[src/rtl/kyber_pkg.sv]
// Shared Kyber constants, coefficient type and the CBD sequencer state encoding.
package kyber_pkg;

  localparam int KYBER_N   = 256;
  localparam int KYBER_Q   = 3329;
  localparam int KYBER_ETA = 2;

  typedef logic [11:0] coef_t;

  typedef enum logic [2:0] {
    CBD_IDLE    = 3'd0,
    CBD_FETCH   = 3'd1,
    CBD_EMIT_LO = 3'd2,
    CBD_EMIT_HI = 3'd3,
    CBD_FIN     = 3'd4
  } cbd_state_e;

endpackage

[src/rtl/cbd_nibble.sv]
// Centered-binomial (eta=2) coefficient from one 4-bit group:
// (g0+g1) - (g2+g3), range -2..+2.
// Optional build macro CBD_MODQ_EN: output is reduced into [0, Q)
// instead of being two's complement sign-extended.
module cbd_nibble
  import kyber_pkg::*;
(
  input  logic [3:0] g,
  output coef_t      coef
);

  logic [2:0] pos_sum;
  logic [2:0] neg_sum;
  logic [2:0] diff;
  coef_t      sext;

  // Small signed difference, widened to the coefficient width.
  always_comb begin
    pos_sum = {2'b00, g[0]} + {2'b00, g[1]};
    neg_sum = {2'b00, g[2]} + {2'b00, g[3]};
    diff    = pos_sum - neg_sum;
    sext    = {{9{diff[2]}}, diff};
`ifdef CBD_MODQ_EN
    // Negative v becomes Q+v; adding Q to the 12-bit two's complement
    // pattern gives exactly that modulo 4096.
    coef    = sext[11] ? (sext + coef_t'(KYBER_Q)) : sext;
`else
    coef    = sext;
`endif
  end

endmodule

[src/rtl/cbd_sample_ctrl.sv]
// Sequencer turning a PRF byte stream into one CBD(eta=2) polynomial.
// Each accepted byte yields two coefficients: low nibble first, then high.
// Optional build macro CBD_MODQ_EN selects mod-Q coefficient encoding
// (see cbd_nibble); latency and handshakes are the same in both builds.
//
// Handshakes: a transfer happens on a rising edge where valid && ready.
// in_ready is high only in FETCH; out_valid only in EMIT_LO/EMIT_HI and
// both are decoded from the state register alone. While out_valid is high
// and out_ready low, out_coef and out_idx hold their values.
module cbd_sample_ctrl
  import kyber_pkg::*;
#(
  parameter int N      = KYBER_N,
  parameter int COEF_W = 12
) (
  input  logic              clk,
  input  logic              rst,
  input  logic              start,
  input  logic              flush,
  input  logic              in_valid,
  input  logic [7:0]        in_byte,
  output logic              in_ready,
  output logic              out_valid,
  output logic [COEF_W-1:0] out_coef,
  output logic [7:0]        out_idx,
  input  logic              out_ready,
  output logic              busy,
  output logic              done,
  output cbd_state_e        dbg_state,
  output logic [7:0]        dbg_byte_cnt
);

  localparam logic [7:0] LAST_IDX = 8'(N - 1);

  cbd_state_e state_q;
  cbd_state_e state_d;
  logic [7:0] byte_q;
  logic [7:0] byte_cnt_q;
  logic [7:0] idx_q;
  logic [3:0] nib;
  coef_t      nib_coef;

  // State register.
  always_ff @(posedge clk or posedge rst) begin
    if (rst) state_q <= CBD_IDLE;
    else     state_q <= state_d;
  end

  // Next-state decode and handshake/status outputs; flush overrides all.
  always_comb begin
    state_d   = state_q;
    in_ready  = 1'b0;
    out_valid = 1'b0;
    done      = 1'b0;
    busy      = (state_q != CBD_IDLE);
    case (state_q)
      CBD_IDLE: begin
        if (start) state_d = CBD_FETCH;
      end
      CBD_FETCH: begin
        in_ready = 1'b1;
        if (in_valid) state_d = CBD_EMIT_LO;
      end
      CBD_EMIT_LO: begin
        out_valid = 1'b1;
        if (out_ready) state_d = CBD_EMIT_HI;
      end
      CBD_EMIT_HI: begin
        out_valid = 1'b1;
        if (out_ready) state_d = (idx_q == LAST_IDX) ? CBD_FIN : CBD_FETCH;
      end
      CBD_FIN: begin
        done    = 1'b1;
        state_d = CBD_IDLE;
      end
      default: state_d = CBD_IDLE;
    endcase
    if (flush) state_d = CBD_IDLE;
  end

  // Byte register and counters; start is honoured only from IDLE.
  always_ff @(posedge clk or posedge rst) begin
    if (rst) begin
      byte_q     <= '0;
      byte_cnt_q <= '0;
      idx_q      <= '0;
    end else if (flush) begin
      byte_q     <= '0;
      byte_cnt_q <= '0;
      idx_q      <= '0;
    end else begin
      if (state_q == CBD_IDLE && start) begin
        byte_cnt_q <= '0;
        idx_q      <= '0;
      end
      if (in_ready && in_valid) begin
        byte_q     <= in_byte;
        byte_cnt_q <= byte_cnt_q + 8'd1;
      end
      if (out_valid && out_ready) idx_q <= idx_q + 8'd1;
    end
  end

  // Nibble select: high half only while emitting the second coefficient.
  always_comb begin
    nib = (state_q == CBD_EMIT_HI) ? byte_q[7:4] : byte_q[3:0];
  end

  cbd_nibble u_nibble (
    .g    (nib),
    .coef (nib_coef)
  );

  assign out_coef     = out_valid ? COEF_W'(nib_coef) : '0;
  assign out_idx      = idx_q;
  assign dbg_state    = state_q;
  assign dbg_byte_cnt = byte_cnt_q;

endmodule

[config.mk]
export PLATFORM = sky130hd
export DESIGN_NAME = cbd_sample_ctrl
export DESIGN_NICKNAME = d
export VERILOG_FILES = /design/src/rtl/kyber_pkg.sv /design/src/rtl/cbd_nibble.sv /design/src/rtl/cbd_sample_ctrl.sv
export SDC_FILE = /design/constraint.sdc
export NUM_CORES = 1
export LEC_CHECK = 0
export CAP_MARGIN = 10
export CORE_MARGIN = 10
export CORE_UTILIZATION = 46
export DETAILED_ROUTE_END_ITERATION = 10
export MAX_ROUTING_LAYER = met4
export PLACE_DENSITY = 0.79
export SLEW_MARGIN = 10
export SYNTH_ARGS = -nofsm -noshare
export SYNTH_HDL_FRONTEND = slang
export SYNTH_SLANG_ARGS = --single-unit
[constraint.sdc]
create_clock -name clk -period 4 [get_ports clk]
set_input_delay 0.8 -clock clk [delete_from_list [all_inputs] [get_ports clk]]
set_output_delay 0.8 -clock clk [all_outputs]
set_load 0.05 [all_outputs]
==> impl_metrics.tcl, run 1 <==
set metrics [dict create \
    clockPowerShare 0.206 \
    cts_tree "yes" \
    grt_pass1_wl_um 6520 \
    antennaDiodeCount 0 \
    period_minus_slack_ps 3811 \
    crit_start "dbg_state[2]" \
    coreArea_um2 3311 \
    nets 218 \
    gp_congestion 0.8573 \
    yosys_warnings 0 \
    ant_nets 0 \
    port_buffers 48 \
    slowest_stage "dfrtp_2" \
    slew_viol_final 0 \
    final_cell_mix "36 x clkdlybuf4s50_1, 25 x dfrtp_1, 18 x o21ai_0, 11 x buf_4, 10 x a22o_1" \
    cp_data_arrival_time_ps 3010 \
    antenna_found_initial 0 \
    startpoint_type "flop" \
    rsz0062_at_grt "false" \
    fill_cells 296 \
    dp_hpwl_um 3076 \
    worstPathRequired_ps 3200 \
    synth_nets 179 \
    power_mw 0.5730 \
    slew_headroom 0.3182 \
    drt_iter0_drc 61 \
    rows 21 \
    dieHeight_um 78.45 \
    start_util 0.4747 \
    cts_made_buffers 3 \
    clk_latency_ps 320 \
    wire_per_inst_um 16.67 \
    max_freq_ghz 0.2624 \
    postSynth.asyncResetShare 1.000 \
    peakVddDrop_mv 0.1533 \
    grt_util_all_layers 0.1309 \
    max-cap-violations 0 \
    synthCells 159 \
    via_per_inst 5.510 \
    ys_types 38 \
    hold_viol_final 0 \
    synthFlopType "dfrtp_1" \
    grt_overflow 0 \
    status "complete, no violations" \
    ys_seq_area_frac 0.4299 \
    drc 0 \
    p_per_area_nw_per_um2 281.3 \
    synth_seq_cells 27 \
    r2r-start "dbg_state[0]" \
    clkSinkCount 27 \
    crit_chain "inv_2 -> nand2_1 -> clkinvlp_4 -> nand2_2 -> mux2_2 -> ha_1 -> inv_1 -> ha_1 -> fa_1 -> and2_2 -> buf_4" \
    max-clock-path-buffers 2 \
    cts_root_buf "clkbuf_4" \
    routed_wl_um 4052 \
    crit_path_end_kind "output pin" \
    synth_area_per_cell_um2 9.884 \
    synth_edf_count 0 \
    grt_max_degree 28 \
    areaGrowthSynthToFinish_pct 29.62 \
    drive_gt1_frac 0.1675 \
    p_seq_frac 0.519 \
    clock_skew_ps 4.485 \
    pin_count 49 \
    p_int_mw 0.3812 \
    final_common_cell "clkdlybuf4s50_1" \
    cts_max_level 1 \
    die-width_um 78.45 \
    worst_slew_pin_slew_ps 1022 \
    holdWs_ps 518.6 \
    crit_fanout 10 \
    swShare 0.3347 \
    path_clk_slew_ps 140 \
    cts_hold_buf 0 \
    setup_viol 0 \
    cp_common_cell "ha_1" \
    critPathKind "flop to output pin" \
    first_pass_iters 4 \
    synth_area_um2 1572 \
    min_path_type "flop to flop" \
    vias 1339 \
    leakagePower_nw 0.8743 \
    share_comb_of_total_power 0.275 \
    period_share 0.9528 \
    grt_pass1_vias 1322 \
    cp_slowest_stage_delay_ps 470 \
    die_area_um2 6154 \
    p_switching_mw 0.1918 \
    min_from "out_idx[5]" \
]
## power by group through the flow
| stage | combinational, mW | clock [mW] | sequential, mW |
|---|---|---|---|
| 3_5_place_dp | 0.158 | 0 | 0.302 |
| 6_report | 0.157 | 0.118 | 0.298 |
| 5_1_grt | 0.168 | 0.135 | 0.300 |
| 3_3_place_gp | 0.155 | 0 | 0.302 |
| 4_1_cts | 0.159 | 0.122 | 0.297 |
| 2_1_floorplan | 0.102 | 0 | 0.308 |
## area by class of cell
| class | instances | area [um^2] | share of cell area |
|---|---|---|---|
| Multi-Input combinational cell | 108 | 770.7 | 0.3784 |
| Sequential cell | 27 | 678.2 | 0.3329 |
| Clock buffer | 4 | 26.28 | 0.01290 |
| Tap cell | 46 | 57.56 | 0.02826 |
| Inverter | 10 | 41.29 | 0.02027 |
| Timing Repair Buffer | 48 | 462.9 | 0.2273 |
## worst paths after layout
path | end | slack [ps] | cells past startpoint
max | out_coef[3] | 190 | 11
min | out_idx[5] | 520 | 1
max reg2reg | byte_q[3] | 2250 | 4
min reg2reg | out_idx[5] | 520 | 1
max in group asynchronous | dbg_state[2] | 2310 | 2
min in group asynchronous | dbg_byte_cnt[6] | 1000 | 2
## critical path: cells and delay by family (launching register included)
kind	cells	cell delay [ps]
fa+ha+maj	3	830
flops	1	470
simple gates	3	560
buf+inv	4	480
mux	1	360
## Yosys cell counts, drive strengths merged, types with 2 or more instances
library cell / count / area share
a2111oi: 2 / 0.011
a21oi: 6 / 0.019
a22o: 10 / 0.056
a31oi: 5 / 0.029
and3: 5 / 0.020
buf: 13 / 0.057
dfrtp: 27 / 0.43
ha: 5 / 0.040
inv: 10 / 0.024
mux2: 5 / 0.036
mux2i: 2 / 0.013
nand2: 10 / 0.024
nand3: 7 / 0.022
nand4: 4 / 0.016
nand4bb: 2 / 0.025
nor2: 4 / 0.011
nor3: 6 / 0.019
o21ai: 18 / 0.057
or2: 3 / 0.014
or3: 3 / 0.012
## metrics by stage
step / area [um^2] / utilization / setup WS, ps / TNS (ps) / cells
2_1_floorplan: 1580 / - / -4.810 / -4.810 / 159
3_3_place_gp: 2007 / 0.6062 / 552.1 / 0 / 239
3_5_place_dp: 2007 / 0.6062 / 470.1 / 0 / 239
4_1_cts: 2033 / 0.6141 / 93.79 / 0 / 243
5_1_grt: 2037 / 0.6153 / 6.451 / 0 / 243
6_report: 2037 / 0.6153 / 188.9 / 0 / 243
## repair_timing
| action | in CTS | in global routing |
|---|---|---|
| setup endpoints to repair | 0 | 11 |
| gates resized for setup | 0 | 2 |
| buffers inserted | 0 | 0 |
| endpoints found under the hold margin | 0 | 0 |
## flip-flops by register name, indices dropped and copies added (netlist names)
name and flops:
byte_q 8, dbg_byte_cnt 8, out_idx 8, dbg_state 3
## kinds of logic after synthesis
family | synth area share
simple gates | 0.1807
compound gates | 0.1991
flops | 0.4299
buf+inv | 0.08359
mux | 0.04856
fa+ha+maj | 0.05255
xor+xnor | 0.005574
## routing by layer
layer  up-vias  routed length, um  track usage
met5         -                  0            -
met3         2                204      0.04556
met1       645               1778       0.1439
met2        38               2055       0.2294
met4         0                 13      0.01613
li1        654                  -            -
Note: power is estimated with default switching activity, not from simulation.
==> run 2: changes to the inputs <==
- SLEW_MARGIN: 10 -> 20
==> run 2 against run 1 <==
Compared with the run above:
- die area unchanged
- sequential power about the same
- via count unchanged
- critical path type unchanged
- total power about the same
- worst setup slack unchanged
- utilization unchanged
- sequential cell count unchanged
- clock-buffer cell count unchanged
==> impl_metrics.tcl, run 2 (synthesis results as in run 1) <==
set metrics [dict create \
    crit_fanout 10 \
    worstPathRequired_ps 3200 \
    cts_root_buf "clkbuf_4" \
    critPathKind "flop to output pin" \
    cts_tree "yes" \
    cts_hold_buf 0 \
    via_per_inst 5.510 \
    p_per_area_nw_per_um2 281.4 \
    areaGrowthSynthToFinish_pct 29.62 \
    cp_common_cell "ha_1" \
    crit_path_end_kind "output pin" \
    max-cap-violations 0 \
    nets 218 \
    hold_viol_final 0 \
    top_usage_layer "met2" \
    vias 1339 \
    cp_data_arrival_time_ps 3010 \
    dpl.cell_count 239 \
    port_buffers 48 \
    clk_latency_ps 320 \
    use_met1 0.1439 \
    worst_slew_pin_slew_ps 963.6 \
    drt_iter0_drc 61 \
    rsz0062_at_grt "false" \
    period_minus_slack_ps 3811 \
    cts_max_level 1 \
    gp_congestion 0.8573 \
    grt_util_all_layers 0.1309 \
    grt_pass1_wl_um 6520 \
    peakVddDrop_mv 0.1533 \
    instances_no_fill 243 \
    wire_per_inst_um 16.67 \
    tns_ps 0 \
    grt_overflow 0 \
    max_freq_ghz 0.2624 \
    slew_viol_final 0 \
    startpoint_type "flop" \
    leakagePower_nw 0.8706 \
    fin_util 0.6153 \
    cts_made_buffers 3 \
    die-width_um 78.45 \
    routed_wl_um 4052 \
    start_util 0.4747 \
    antennaDiodeCount 0 \
    cts_resized 0 \
    status "complete, no violations" \
    pin_count 49 \
    cp_slowest_stage_delay_ps 470 \
    use_met3 0.04556 \
    min_path_type "flop to flop" \
    coreArea_um2 3311 \
    post-cts-setup-buffers 0 \
    max-clock-path-buffers 2 \
    slowest_stage "dfrtp_2" \
    grt_max_degree 28 \
    crit_chain "inv_2 -> nand2_1 -> clkinvlp_4 -> nand2_2 -> mux2_2 -> ha_1 -> inv_1 -> ha_1 -> fa_1 -> and2_2 -> buf_4" \
    placed_area_um2 2007 \
    final_cell_mix "36 x clkdlybuf4s50_1, 25 x dfrtp_1, 18 x o21ai_0, 11 x buf_4, 10 x a22o_1" \
    first_pass_iters 4 \
    antenna_found_initial 0 \
    rows 21 \
    clkSinkCount 27 \
    drc 0 \
    drive_gt1_frac 0.1675 \
    final_common_cell "clkdlybuf4s50_1" \
    grt_pass1_vias 1322 \
    period_share 0.9528 \
    die_area_um2 6154 \
    grt.met2_usage 0.2294 \
    dieHeight_um 78.45 \
    setup_viol 0 \
    path_clk_slew_ps 140 \
    ant_nets 0 \
    slew_headroom 0.3537 \
    clock_skew_ps 4.485 \
    final_area_um2 2037 \
    dp_hpwl_um 3076 \
]
## run 2: layer usage
metal,wire (um),part of all wire,vias up
li1,-,-,654
met1,1777,0.44,645
met2,2055,0.51,38
met3,204,0.050,2
met4,13,0.0032,0
met5,0,0,-
## run 2: metrics by stage
stage          setup slack, ps  total power, mW  hold slack, ps
6_report                 188.9           0.5731           518.6
3_3_place_gp             552.1           0.4572           489.5
2_1_floorplan           -4.810           0.4096           467.3
3_5_place_dp             470.1           0.4601           491.1
5_1_grt                  6.451           0.6035           539.4
4_1_cts                  93.79           0.5777           519.9
## run 2: critical path: cells and delay by family (launching register included)
| kind | cells | cell delay [ps] |
|---|---|---|
| adders and majority gates | 3 | 830 |
| and+or+nand+nor | 3 | 560 |
| buffers and inverters | 4 | 480 |
| DFF | 1 | 470 |
| muxes | 1 | 360 |
## run 2: power by group
part / switching [mW] / total (mW) / leakage, nW / internal (mW)
Sequential: 0.0154 / 0.298 / 0.371 / 0.282
Clock: 0.0789 / 0.118 / 0.0150 / 0.0391
Combinational: 0.0976 / 0.158 / 0.485 / 0.0599
Total: 0.192 / 0.573 / 0.871 / 0.381
## run 2: worst paths after layout
path	start	to	slack, ps	cells past startpoint
worst max-delay path	dbg_state[2]	out_coef[3]	190	11
max in group asynchronous	rst	dbg_state[2]	2650	2
worst min-delay path	out_idx[5]	out_idx[5]	520	1
worst max register to register	dbg_state[0]	byte_q[3]	2250	4
worst min register to register	out_idx[5]	out_idx[5]	520	1
min in group asynchronous	rst	dbg_byte_cnt[6]	860	2
## run 2: layout make-up
| type | count | area (um^2) |
|---|---|---|
| Fill cell | 296 | 1274 |
| Multi-Input combinational cell | 108 | 770.7 |
| Sequential cell | 27 | 678.2 |
| Timing Repair Buffer | 48 | 462.9 |
| Tap cell | 46 | 57.56 |
| Inverter | 10 | 41.29 |
| Clock buffer | 4 | 26.28 |
==> run 3: changes to the inputs <==
- CORE_UTILIZATION: 46 -> 41
- PLACE_DENSITY: 0.79 -> 0.73
==> run 3 against run 2 <==
Compared with the run above:
- via count increased by 1.3%
- global-route usage decreased by 0.45 points
- critical endpoint is now out_coef[9]
- largest cell class unchanged
- hold slack got worse by 2.9 ps
- die area increased by 9.0%
- clock skew increased by 1.8 ps
- combinational power about the same
==> impl_metrics.tcl, run 3 (synthesis results as in run 1) <==
set metrics [dict create \
    critPathKind "flop to output pin" \
    crit_path_end_kind "output pin" \
    cts_resized 0 \
    instances_no_fill 245 \
    vias 1356 \
    clock_skew_ps 6.305 \
    crit_start "dbg_state[1]" \
    r2r-start "dbg_state[0]" \
    antennaDiodeCount 0 \
    slew_viol_final 0 \
    final_cell_mix "36 x clkdlybuf4s50_1, 26 x dfrtp_1, 18 x o21ai_0, 11 x buf_4" \
    ant_nets 0 \
    routed_wl_um 4119 \
    rsz0062_at_grt "false" \
    wire_per_inst_um 16.81 \
    grt_pass1_vias 1359 \
    dp_hpwl_um 3217 \
    grt_max_degree 28 \
    worst_slew_pin_slew_ps 943.5 \
    peakVddDrop_mv 0.1720 \
    grt_util_all_layers 0.1264 \
    final_common_cell "clkdlybuf4s50_1" \
    fin_util 0.5570 \
    status "complete, no violations" \
    drc 0 \
    drt_iter0_drc 89 \
    cts_tree "yes" \
    cts_made_buffers 3 \
    cp_data_arrival_time_ps 2980 \
    leakagePower_nw 0.8791 \
    ff2ff_path_depth 4 \
    max-clock-path-buffers 2 \
    worstPathRequired_ps 3200 \
    final_area_um2 2054 \
    min_path_type "flop to flop" \
    cts_root_buf "clkbuf_8" \
    path_clk_slew_ps 90 \
    startpoint_type "flop" \
    r2r_end "byte_q[4]" \
    antenna_found_initial 0 \
    grt_pass1_wl_um 6679 \
    start_util 0.4261 \
    dpl.cell_count 241 \
    pin_count 49 \
    rows 22 \
    port_buffers 48 \
    reg2reg_setup_slack_ps 2290 \
    die-width_um 81.91 \
    drive_gt1_frac 0.1574 \
    areaGrowthSynthToFinish_pct 30.73 \
    hold_viol_final 0 \
    period_share 0.9439 \
    post-cts-setup-buffers 0 \
    die_area_um2 6709 \
    placed_area_um2 2009 \
    clkSinkCount 27 \
    cts_max_level 1 \
    holdWs_ps 515.7 \
    tns_ps 0 \
    gp_congestion 0.8867 \
    dieHeight_um 81.91 \
    crit_fanout 12 \
    endpoint "out_coef[9]" \
    slew_headroom 0.3671 \
    nets 218 \
    setup_viol 0 \
    first_pass_iters 4 \
    p_per_area_nw_per_um2 296.0 \
    coreArea_um2 3689 \
    grt_overflow 0 \
    max-cap-violations 0 \
    clk_latency_ps 270 \
    period_minus_slack_ps 3776 \
    via_per_inst 5.535 \
    cts_hold_buf 0 \
    max_freq_ghz 0.2649 \
]
run 3: cell types whose count changed in the layout (fill, tap and decap cells not counted):
cell	change
clkbuf_4	-3
clkbuf_8	+3
dfrtp_1	+1
dfrtp_2	-1
nand2_1	+1
nand2_2	-1
run 3: worst max-delay path, stage by stage, from the launching register on:
cell	delay [ps]
dfrtp_1	520
nand2_1	220
clkinvlp_4	130
nand2_1	190
mux2_2	360
ha_1	270
inv_1	40
ha_1	200
fa_1	350
and2_2	230
buf_4	210
run 3: final cells by class:
type | count | area [um^2]
tap | 48 | 60.06
timing repair buffer | 48 | 462.9
sequential | 27 | 676.9
inverter | 10 | 41.29
multi-input combinational | 108 | 768.2
fill | 350 | 1634
clock buffer | 4 | 45.04
run 3: report_power, final:
group	switching (mW)	internal (mW)	leakage, nW	total [mW]
sequential	0.0147	0.282	0.372	0.297
combinational	0.0979	0.0596	0.484	0.158
clock	0.0827	0.0712	0.0228	0.154
total	0.195	0.413	0.879	0.608
run 3: layer usage:
layer  global-route usage  vias up  part of all wire
met5                    -        -                 0
met4              0.02381        0             0.011
met3              0.02511        4             0.046
met2               0.2187       36              0.52
met1               0.1493      662              0.42
li1                     -      654                 -
run 3: worst min-delay path by stage:
stage	startpoint	end	slack, ps	cells past startpoint
after global routing	byte_q[0]	byte_q[0]	540	1
after CTS	byte_q[5]	byte_q[5]	520	1
after floorplan	byte_q[0]	byte_q[0]	470	1
after global placement	byte_q[3]	byte_q[3]	500	1
final	byte_q[5]	byte_q[5]	520	1
after detailed placement	byte_q[5]	byte_q[5]	500	1
run 3: metrics by stage:
| stage | power, mW | worst slack, ps |
|---|---|---|
| after floorplan | 0.4096 | -4.810 |
| after CTS | 0.6100 | 217.2 |
| after global routing | 0.6367 | 90.25 |
| after detailed placement | 0.4609 | 518.5 |
| after global placement | 0.4582 | 583.5 |
| final | 0.6081 | 224.4 |
